$ cat config.mk
export PLATFORM = sky130hd
export DESIGN_NAME = multicycle_controller_flat
export DESIGN_NICKNAME = d
export VERILOG_FILES = /design/src/rtl/multicycle_controller_if.sv /design/src/rtl/multicycle_controller.sv /design/src/flat_wrapper.sv
export SDC_FILE = /design/constraint.sdc
export NUM_CORES = 1
export LEC_CHECK = 0
export ABC_CLOCK_PERIOD_IN_PS = 1700
export BUFFER_PORTS_ARGS = -buffer_cell sky130_fd_sc_hd__buf_2
export CORE_AREA = 4 4 60 62
export CTS_CLUSTER_DIAMETER = 30
export DETAILED_ROUTE_END_ITERATION = 10
export DIE_AREA = 0 0 64 66
export PLACE_DENSITY = 0.67
export SYNTH_ARGS = -nofsm -noshare
export SYNTH_HDL_FRONTEND = slang
export SYNTH_SLANG_ARGS = --single-unit
$ cat constraint.sdc
create_clock -name clk -period 1.7 [get_ports clk]
set_input_delay 0.17 -clock clk [delete_from_list [all_inputs] [get_ports clk]]
set_output_delay 0.17 -clock clk [all_outputs]
set_load 0.005 [all_outputs]
$ cat src/rtl/multicycle_controller_if.sv
// rtl/multicycle_controller_if.sv - instruction/flag inputs and datapath control outputs of the multicycle controller
//
// Signals:
//   op, funct, rd, cond   instruction register fields (instr[27:26], [25:20], [15:12], [31:28])
//   alu_flags             {N,Z,C,V} produced by the ALU in the current cycle
//   mem_ready             memory completes the current access this cycle
//   pc_write .. bus_fault datapath mux selects, write enables and fault pulse
// Modports:
//   slave   controller side (instruction/flags in, controls out)
//   master  datapath side (instruction/flags out, controls in)
interface multicycle_controller_if;
    logic [1:0] op;
    logic [5:0] funct;
    logic [3:0] rd;
    logic [3:0] cond;
    logic [3:0] alu_flags;
    logic       mem_ready;

    logic       pc_write;
    logic       adr_src;
    logic       mem_write;
    logic       ir_write;
    logic       reg_write;
    logic [1:0] result_src;
    logic       alu_src_a;
    logic [1:0] alu_src_b;
    logic [1:0] imm_src;
    logic [1:0] reg_src;
    logic [2:0] alu_ctl;
    logic       shift;
    logic       carry;
    logic       bus_fault;

    modport slave (
        input  op, funct, rd, cond, alu_flags, mem_ready,
        output pc_write, adr_src, mem_write, ir_write, reg_write, result_src,
               alu_src_a, alu_src_b, imm_src, reg_src, alu_ctl, shift, carry, bus_fault
    );

    modport master (
        output op, funct, rd, cond, alu_flags, mem_ready,
        input  pc_write, adr_src, mem_write, ir_write, reg_write, result_src,
               alu_src_a, alu_src_b, imm_src, reg_src, alu_ctl, shift, carry, bus_fault
    );
endinterface

$ cat src/rtl/multicycle_controller.sv
// rtl/multicycle_controller.sv - multicycle ARM control unit: main FSM, condition logic, ALU decode, memory wait/timeout
//
// Ports:
//   clk          clock
//   reset        synchronous active-high reset
//   bus          multicycle_controller_if.slave (instruction fields, ALU flags, mem_ready in; all controls out)
//   retired_cnt  retired-instruction counter, present only when MC_RETIRE_CNT_EN is defined
// Parameters:
//   MEM_TIMEOUT  consecutive mem_ready=0 cycles tolerated in a wait state before abort (0 = never abort)
//   CNT_W        retired_cnt width (MC_RETIRE_CNT_EN builds only)
// Optional feature macro: MC_RETIRE_CNT_EN
module multicycle_controller #(
    parameter int MEM_TIMEOUT = 16
`ifdef MC_RETIRE_CNT_EN
    ,
    parameter int CNT_W = 32
`endif
) (
    input  logic                    clk,
    input  logic                    reset,
    multicycle_controller_if.slave  bus
`ifdef MC_RETIRE_CNT_EN
    ,
    output logic [CNT_W-1:0]        retired_cnt
`endif
);

    localparam int TO_W = (MEM_TIMEOUT > 1) ? $clog2(MEM_TIMEOUT + 1) : 1;
    localparam logic [TO_W-1:0] TO_LIM = TO_W'(MEM_TIMEOUT);

    typedef enum logic [3:0] {
        S_FETCH,
        S_DECODE,
        S_MEMADR,
        S_MEMRD,
        S_MEMWB,
        S_MEMWR,
        S_EXECR,
        S_EXECI,
        S_ALUWB,
        S_BRANCH
    } state_t;

    state_t          state;
    state_t          next_state;
    logic [3:0]      flags;      // {N,Z,C,V}
    logic            cond_ex;
    logic [TO_W-1:0] wait_cnt;

    logic [3:0] cmd;
    logic       s_bit;
    logic       cmd_ok;
    logic [2:0] cmd_alu;
    logic       cmd_shift;
    logic       is_cmp;
    logic       cmd_cv;
    logic       cond_eval;
    logic       waiting;
    logic       timeout;
    logic       mem_done;
    logic       alu_wr;

    assign cmd   = bus.funct[4:1];
    assign s_bit = bus.funct[0];

    // Data-processing command decode.
    always_comb begin
        cmd_ok    = 1'b1;
        cmd_alu   = 3'b000;
        cmd_shift = 1'b0;
        case (cmd)
            4'b0100: cmd_alu = 3'b000;                      // ADD
            4'b0010: cmd_alu = 3'b001;                      // SUB
            4'b1010: cmd_alu = 3'b001;                      // CMP
            4'b0000: cmd_alu = 3'b010;                      // AND
            4'b1100: cmd_alu = 3'b011;                      // ORR
            4'b0101: cmd_alu = 3'b100;                      // ADC
            4'b1101: begin cmd_alu = 3'b000; cmd_shift = 1'b1; end  // MOV
            default: cmd_ok = 1'b0;
        endcase
    end

    assign is_cmp = (cmd == 4'b1010);
    assign cmd_cv = (cmd == 4'b0100) || (cmd == 4'b0010) || (cmd == 4'b1010) || (cmd == 4'b0101);

    // Condition check against the stored flags.
    always_comb begin
        cond_eval = 1'b0;
        case (bus.cond)
            4'b0000: cond_eval = flags[2];
            4'b0001: cond_eval = ~flags[2];
            4'b0010: cond_eval = flags[1];
            4'b0011: cond_eval = ~flags[1];
            4'b0100: cond_eval = flags[3];
            4'b0101: cond_eval = ~flags[3];
            4'b0110: cond_eval = flags[0];
            4'b0111: cond_eval = ~flags[0];
            4'b1000: cond_eval = flags[1] & ~flags[2];
            4'b1001: cond_eval = ~flags[1] | flags[2];
            4'b1010: cond_eval = (flags[3] == flags[0]);
            4'b1011: cond_eval = (flags[3] != flags[0]);
            4'b1100: cond_eval = ~flags[2] & (flags[3] == flags[0]);
            4'b1101: cond_eval = flags[2] | (flags[3] != flags[0]);
            4'b1110: cond_eval = 1'b1;
            default: cond_eval = 1'b0;
        endcase
    end

    // A cond-failed store leaves MEMWR at once, so it is not a wait state.
    assign waiting  = (state == S_FETCH) || (state == S_MEMRD) || ((state == S_MEMWR) && cond_ex);
    assign timeout  = (MEM_TIMEOUT != 0) && waiting && (wait_cnt == TO_LIM);
    assign mem_done = waiting && bus.mem_ready && !timeout;
    assign alu_wr   = cond_ex && cmd_ok && !is_cmp;

    always_comb begin
        next_state = state;
        case (state)
            S_FETCH:  next_state = mem_done ? S_DECODE : S_FETCH;
            S_DECODE: begin
                case (bus.op)
                    2'b01:   next_state = S_MEMADR;
                    2'b10:   next_state = S_BRANCH;
                    2'b00:   next_state = bus.funct[5] ? S_EXECI : S_EXECR;
                    default: next_state = S_FETCH;
                endcase
            end
            S_MEMADR: next_state = bus.funct[0] ? S_MEMRD : S_MEMWR;
            S_MEMRD:  next_state = timeout ? S_FETCH : (mem_done ? S_MEMWB : S_MEMRD);
            S_MEMWB:  next_state = S_FETCH;
            S_MEMWR:  next_state = (!cond_ex || timeout || mem_done) ? S_FETCH : S_MEMWR;
            S_EXECR:  next_state = S_ALUWB;
            S_EXECI:  next_state = S_ALUWB;
            S_ALUWB:  next_state = S_FETCH;
            S_BRANCH: next_state = S_FETCH;
            default:  next_state = S_FETCH;
        endcase
    end

    always_ff @(posedge clk) begin
        if (reset) begin
            state    <= S_FETCH;
            flags    <= 4'b0000;
            cond_ex  <= 1'b0;
            wait_cnt <= '0;
`ifdef MC_RETIRE_CNT_EN
            retired_cnt <= '0;
`endif
        end else begin
            state <= next_state;

            if (state == S_DECODE) begin
                cond_ex <= cond_eval;
            end

            // Counts only uninterrupted stall cycles; any progress or abort restarts it.
            if ((MEM_TIMEOUT != 0) && waiting && !bus.mem_ready && !timeout) begin
                wait_cnt <= wait_cnt + 1'b1;
            end else begin
                wait_cnt <= '0;
            end

            if (((state == S_EXECR) || (state == S_EXECI)) && cond_ex && cmd_ok && (s_bit || is_cmp)) begin
                flags[3:2] <= bus.alu_flags[3:2];
                if (cmd_cv) begin
                    flags[1:0] <= bus.alu_flags[1:0];
                end
            end

`ifdef MC_RETIRE_CNT_EN
            // FETCH->FETCH is a stall or abort, never a retirement.
            if ((next_state == S_FETCH) && (state != S_FETCH) && !timeout) begin
                retired_cnt <= retired_cnt + 1'b1;
            end
`endif
        end
    end

    always_comb begin
        bus.pc_write   = 1'b0;
        bus.adr_src    = 1'b0;
        bus.mem_write  = 1'b0;
        bus.ir_write   = 1'b0;
        bus.reg_write  = 1'b0;
        bus.result_src = 2'b00;
        bus.alu_src_a  = 1'b0;
        bus.alu_src_b  = 2'b00;
        bus.imm_src    = 2'b00;
        bus.reg_src    = 2'b00;
        bus.alu_ctl    = 3'b000;
        bus.shift      = 1'b0;
        bus.carry      = 1'b0;
        bus.bus_fault  = 1'b0;
        if (!reset) begin
            bus.imm_src   = bus.op;
            bus.reg_src   = {bus.op == 2'b01, bus.op == 2'b10};
            bus.carry     = flags[1] & (cmd == 4'b0101);
            bus.bus_fault = timeout;
            case (state)
                S_FETCH: begin
                    bus.alu_src_a  = 1'b1;
                    bus.alu_src_b  = 2'b10;
                    bus.result_src = 2'b10;
                    bus.ir_write   = mem_done;
                    bus.pc_write   = mem_done;
                end
                S_DECODE: begin
                    bus.alu_src_a = 1'b1;
                    bus.alu_src_b = 2'b10;
                end
                S_MEMADR: begin
                    bus.alu_src_b = 2'b01;
                    bus.alu_ctl   = bus.funct[3] ? 3'b000 : 3'b001;
                end
                S_MEMRD: begin
                    bus.adr_src = 1'b1;
                end
                S_MEMWB: begin
                    bus.result_src = 2'b01;
                    bus.reg_write  = cond_ex;
                    bus.pc_write   = cond_ex && (bus.rd == 4'd15);
                end
                S_MEMWR: begin
                    bus.adr_src   = 1'b1;
                    bus.mem_write = cond_ex && !timeout;
                end
                S_EXECR, S_EXECI: begin
                    bus.alu_src_b = (state == S_EXECI) ? 2'b01 : 2'b00;
                    bus.alu_ctl   = cmd_alu;
                    bus.shift     = cmd_shift;
                end
                S_ALUWB: begin
                    bus.reg_write = alu_wr;
                    bus.pc_write  = alu_wr && (bus.rd == 4'd15);
                end
                S_BRANCH: begin
                    bus.alu_src_b  = 2'b01;
                    bus.result_src = 2'b10;
                    bus.pc_write   = cond_ex;
                end
                default: begin
                    bus.pc_write = 1'b0;
                end
            endcase
        end
    end

endmodule

$ cat src/flat_wrapper.sv
// flat-port wrapper written by rule: the top's interface ports become plain ports
module multicycle_controller_flat 
#(
    parameter int MEM_TIMEOUT = 16

)
  (clk, reset, bus_op, bus_funct, bus_rd, bus_cond, bus_alu_flags, bus_mem_ready, bus_pc_write, bus_adr_src, bus_mem_write, bus_ir_write, bus_reg_write, bus_result_src, bus_alu_src_a, bus_alu_src_b, bus_imm_src, bus_reg_src, bus_alu_ctl, bus_shift, bus_carry, bus_bus_fault);
  multicycle_controller_if bus_i ();
  input  logic clk;
  input  logic reset;
  input wire logic [$bits(bus_i.op)-1:0] bus_op;
  input wire logic [$bits(bus_i.funct)-1:0] bus_funct;
  input wire logic [$bits(bus_i.rd)-1:0] bus_rd;
  input wire logic [$bits(bus_i.cond)-1:0] bus_cond;
  input wire logic [$bits(bus_i.alu_flags)-1:0] bus_alu_flags;
  input wire logic [$bits(bus_i.mem_ready)-1:0] bus_mem_ready;
  output wire logic [$bits(bus_i.pc_write)-1:0] bus_pc_write;
  output wire logic [$bits(bus_i.adr_src)-1:0] bus_adr_src;
  output wire logic [$bits(bus_i.mem_write)-1:0] bus_mem_write;
  output wire logic [$bits(bus_i.ir_write)-1:0] bus_ir_write;
  output wire logic [$bits(bus_i.reg_write)-1:0] bus_reg_write;
  output wire logic [$bits(bus_i.result_src)-1:0] bus_result_src;
  output wire logic [$bits(bus_i.alu_src_a)-1:0] bus_alu_src_a;
  output wire logic [$bits(bus_i.alu_src_b)-1:0] bus_alu_src_b;
  output wire logic [$bits(bus_i.imm_src)-1:0] bus_imm_src;
  output wire logic [$bits(bus_i.reg_src)-1:0] bus_reg_src;
  output wire logic [$bits(bus_i.alu_ctl)-1:0] bus_alu_ctl;
  output wire logic [$bits(bus_i.shift)-1:0] bus_shift;
  output wire logic [$bits(bus_i.carry)-1:0] bus_carry;
  output wire logic [$bits(bus_i.bus_fault)-1:0] bus_bus_fault;
  assign bus_i.op = bus_op;
  assign bus_i.funct = bus_funct;
  assign bus_i.rd = bus_rd;
  assign bus_i.cond = bus_cond;
  assign bus_i.alu_flags = bus_alu_flags;
  assign bus_i.mem_ready = bus_mem_ready;
  assign bus_pc_write = bus_i.pc_write;
  assign bus_adr_src = bus_i.adr_src;
  assign bus_mem_write = bus_i.mem_write;
  assign bus_ir_write = bus_i.ir_write;
  assign bus_reg_write = bus_i.reg_write;
  assign bus_result_src = bus_i.result_src;
  assign bus_alu_src_a = bus_i.alu_src_a;
  assign bus_alu_src_b = bus_i.alu_src_b;
  assign bus_imm_src = bus_i.imm_src;
  assign bus_reg_src = bus_i.reg_src;
  assign bus_alu_ctl = bus_i.alu_ctl;
  assign bus_shift = bus_i.shift;
  assign bus_carry = bus_i.carry;
  assign bus_bus_fault = bus_i.bus_fault;
  multicycle_controller #(.MEM_TIMEOUT(MEM_TIMEOUT)) u_core (.clk(clk), .reset(reset), .bus(bus_i));
endmodule
Word-level counts from Yosys, hierarchy flattened --
Cells that the tools add are included.
Storage, ports and cells: bits in registers 14, logic and storage cells 129, output and inout port bits 20, bits of input ports 23
Operators by class: muxes and demuxes 38, equality and inequality tests 35, reduce and logical (&&, ||, !) cells 40, bitwise gates (word level) 10, add/subtract/negate cells 1
Operators with widths (count):
- equality test 4 bit (second input constant) | 13
- equality test 4 x 3 -> 1 bit (second input constant) | 10
- case mux 4 bit (6 select lines) | 1
- equality test 4 x 2 -> 1 bit (second input constant) | 5
- two-way mux 1 bit | 20
- case mux 1 bit (15 select lines) | 1
- logical AND 1 bit | 14
- OR reduction 2 bit | 7
- logical NOT 4 bit | 3
- two-way mux 3 bit | 4
- case mux 3 bit (4 select lines) | 1
- case mux 4 bit (3 select lines) | 1
- logical OR 1 bit | 9
- equality test 4 x 1 -> 1 bit (second input constant) | 2
- two-way mux 2 bit | 4
- OR reduction 7 bit | 1
- case mux 2 bit (3 select lines) | 1
- case mux 3 bit (2 select lines) | 1
- adder 5 x 1 -> 5 bit (second input constant) | 1
- equality test 5 bit (second input constant) | 1
- NOT 1 bit | 5
- logical NOT 1 bit | 4
- two-way mux 4 bit | 1
- case mux 1 bit (4 select lines) | 1
- 10 further kinds | 13

Depth between registers and ports, before layout --
word-level depth 9, depth in mapped cells 7, depth with buffers taken out 6

Worst setup path before layout --
No wires, ideal clock.
path kind register -> output, start point reg u_core.wait_cnt[0], end point out bus_pc_write, setup slack 0.058 ns, stages on the path, launching flop included 8, buffers on the path 1, data arrival time 1.472 ns, required time 1.530 ns, cells stage by stage dfxtp_1 -> inv_1 -> ha_1 -> nor4bb_1 -> clkbuf_1 -> o22ai_1 -> nor2_1 -> a2111oi_1
On the way: cells in the longest elaborated chain, start to end 6
Ends and longest elaborated chain:
- start: declaration | RTL line multicycle_controller.sv:48 | logic [TO_W-1:0] wait_cnt;
- start signal: assignment | RTL line multicycle_controller.sv:157 | wait_cnt <= wait_cnt + 1'b1;
- equality test 5 bit | RTL line multicycle_controller.sv:111 | assign timeout = (MEM_TIMEOUT != 0) && waiting && (wait_cnt == TO_LIM);
- logical AND 1 bit | RTL line multicycle_controller.sv:111
- logical NOT 1 bit | RTL line multicycle_controller.sv:112 | assign mem_done = waiting && bus.mem_ready && !timeout;
- logical AND 1 bit | RTL line multicycle_controller.sv:112
- case mux 1 bit (4 select lines) | RTL line multicycle_controller.sv:198 | case (state)
- two-way mux 1 bit | RTL line multicycle_controller.sv:193 | if (!reset) begin
- end: declaration | RTL line flat_wrapper.sv:17 | output wire logic [$bits(bus_i.pc_write)-1:0] bus_pc_write;
No other way between the ends.

Worst setup path in the final report --
start point reg u_core.state[2], end point out bus_pc_write
On the way: cells in the longest elaborated chain, start to end 8, elaborated cells between the ends (all ways) 15, those cells by class eq/ne (5); mux (2); reduce/logical (8)
Ends and longest elaborated chain:
- start: declaration | RTL line multicycle_controller.sv:44 | state_t state;
- start signal: assignment | RTL line multicycle_controller.sv:149 | state <= next_state;
- equality test 4 x 2 -> 1 bit, or another cell as far along | RTL line multicycle_controller.sv:110 | assign waiting = (state == S_FETCH) || (state == S_MEMRD) || ((state == S_MEMWR) && cond_ex);
- logical OR 1 bit / logical AND 1 bit (equally long branches) | RTL line multicycle_controller.sv:110
- logical OR 1 bit | RTL line multicycle_controller.sv:110
- logical AND 1 bit | RTL line multicycle_controller.sv:111
- logical NOT 1 bit | RTL line multicycle_controller.sv:112
- logical AND 1 bit | RTL line multicycle_controller.sv:112
- case mux 1 bit (4 select lines) (*) | RTL line multicycle_controller.sv:198
- two-way mux 1 bit (*) | RTL line multicycle_controller.sv:193
Every way passes the cells marked *; elsewhere a longest branch is shown, timed or not.

==> flow_summary.yaml <==
run_status:
  status: "finished, violations left"
  violations: "setup timing"
min_path:
  hold_class: "in2reg"
  hp-start: "bus_alu_flags[3]"
timing:
  slew_headroom: 0.7381
  fin_ws_ps: -51.87
  finClkSkew_ps: 1.346
  finalCriticalPeriod_ps: 1752
  worst_slew_pin_slew_ps: 389.8
  finalSetupViolCount: 5
  slew_violations: 0
  setup_tns_ps: -220.4
  final_hold_viol_count: 0
  clock.fmax_mhz: 570.8
  period_share: 1.031
  rsz0062_at_grt: "yes"
detailed_routing:
  drt-initial-drc-count: 67
  via_per_inst: 5.227
  vias: 1427
  ant_nets: 0
  drc: 0
  routedWlPerCell_um: 13.01
  dr.pass1.iters: 4
  routed_wl_um: 3553
job:
  max_cap_viol_count: 0
synthesis:
  synthFlopType: "dfxtp_1"
  synth_area_per_cell_um2: 7.424
  synth_cell_type_count: 45
  synth_nets: 191
  synth_edf_count: 0
  async_flop_share: 0
  ys_ff_latch: 14
  ys_seq_area_frac: 0.2274
  syn-cell-area_mm2: 0.001232
  synthCells: 166
  yosys_warnings: 0
die:
  num_rows: 20
  die_x_um: 64
  start_util: 0.4070
  core_mm2: 0.003028
  dieArea_mm2: 0.004224
  die-height_um: 66
  io_pins: 43
cells_and_area:
  final_layout_size_suffix_gt1_frac: 0.4585
  nets: 256
  antennaDiodeCount: 0
  final_cell_mix: "buf_2 (42), buf_4 (24), nor2_1 (22)"
  fin_util: 0.6091
  mostFrequentLayoutCell: "buf_2"
  area_growth_pct: 49.64
  instances_no_fill: 273
clocking:
  hold_buffers: 0
  cts-htree-levels: 1
  clk_pin_slew_ps: 70
  cts_root_buf: "clkbuf_4"
  numClockSinks: 14
  cts_tree: "done"
  clk_path_buf_depth: 2
  clkLatencyLatePin_ps: 270
  cts_made_buffers: 3
placement:
  io_buffers: 42
  dp_cells: 262
  place_congestion: 0.7898
  place_ws_ps: -46.73
  dp_hpwl_um: 2628
critical_path:
  startpoint_type: "flop"
  cp.arrival_ps: 1580
  critPathRequiredTime_ps: 1530
  regToRegStartpoint: "u_core.state[2]$_SDFF_PP0_"
  crit_path_start: "u_core.state[2]$_SDFF_PP0_"
  cp-end-kind: "output port"
  worstSetupPathType: "reg2out"
  path_max_fanout: 7
power_and_ir_drop:
  p_leak_uw: 0.0007398
  p_per_area_mw_per_mm2: 464.2
  vdd_drop_max_mv: 0.3576
grt:
  grt_start_max_net_pins: 16
  antenna_found_initial: 0
  grt_pass1_vias: 1325
  grt_pass1_wl_um: 5878
  grt_usage: 0.1688
  grt.overflow.total: 0
==> path summary, 6_finish.rpt <==
kind | to | slack, ps | cells past startpoint
worst max-delay path | bus_pc_write | -50 | 7
worst min register to register | u_core.wait_cnt[0]$_SDFF_PP0_ | 520 | 2
worst min-delay path | u_core.flags[3]$_SDFFE_PP0P_ | 140 | 3
worst max register to register | u_core.wait_cnt[3]$_SDFF_PP0_ | 110 | 7
==> final cells by class <==
cell class	count	area [um^2]
Multi-Input combinational cell	135	989.7
Clock buffer	3	22.52
Timing Repair Buffer	70	461.7
Inverter	7	26.28
Sequential cell	14	289.0
Tap cell	44	55.05
Fill cell	268	1184
==> kinds of logic after synthesis <==
group / count (synthesis) / synth area share
AND/OR/NAND/NOR: 85 / 0.3848
AO/OA/AOI/OAI: 36 / 0.1959
buffers and inverters: 17 / 0.08020
flip-flops: 14 / 0.2274
XOR/XNOR: 6 / 0.04264
multiplexers: 6 / 0.04873
adder cells (fa/ha/maj): 2 / 0.02030
==> synthesized netlist by cell type, types with 3 or more instances <==
cell	instances	share of area
o21ai_0	3	0.012
a21oi_1	10	0.041
a31oi_1	3	0.015
nand3_1	6	0.024
buf_2	5	0.020
or3_1	3	0.015
nor3_1	9	0.037
xor2_1	4	0.028
dfxtp_1	14	0.23
nand2_1	12	0.037
nor2_1	22	0.067
nor2b_1	5	0.025
nand3b_1	3	0.018
nor3b_1	4	0.024
o211ai_1	3	0.018
nor4bb_1	3	0.024
a211oi_1	4	0.024
mux2i_1	6	0.049
nand2b_1	5	0.025
inv_1	7	0.021
nor4b_1	3	0.021
==> metrics by stage <==
step	cell area, um^2	hold WS [ps]	total power [uW]
2_1_floorplan	1232	310.5	512.9
6_report	1844	143.9	856.2
4_1_cts	1783	138.4	846.6
5_1_grt	1844	155.3	916.9
3_5_place_dp	1600	410.8	634.1
3_3_place_gp	1600	414.5	631.8
==> state kept, by name, summed over array words and instances, names as in the netlist <==
register and flops:
u_core.cond_ex 1, u_core.flags 4, u_core.state 4, u_core.wait_cnt 5
==> worst max-delay path, stage by stage, from the launching register on <==
cell and delay (ps):
dfxtp_2 340, buf_12 130, nor2_1 150, nand3_2 110
o22ai_2 150, nor2_1 70, a2111oi_2 200, buf_2 170
==> power breakdown <==
group	switching (uW)	total [uW]	internal (uW)	leakage, uW
sequential	11.2	351	340	0.000116
combinational	167	330	163	0.000610
clock	93.4	175	81.8	0.0000138
total	272	856	585	0.000740
==> metal layers <==
| metal | routed length, um | track usage | part of all wire |
|---|---|---|---|
| met5 | 0 | 0 | 0 |
| met3 | 105 | 0.01020 | 0.030 |
| met4 | 34 | 0.05391 | 0.0096 |
| met1 | 1626 | 0.2239 | 0.46 |
| met2 | 1786 | 0.2903 | 0.50 |
==> what timing repair did <==
item	4_1_cts	5_1_grt
cloned	0	0
setup endpoints to repair	5	8
pin swaps	5	1
gates resized for setup	20	13
buffers inserted	8	1
Note: power is estimated with default switching activity, not from simulation.
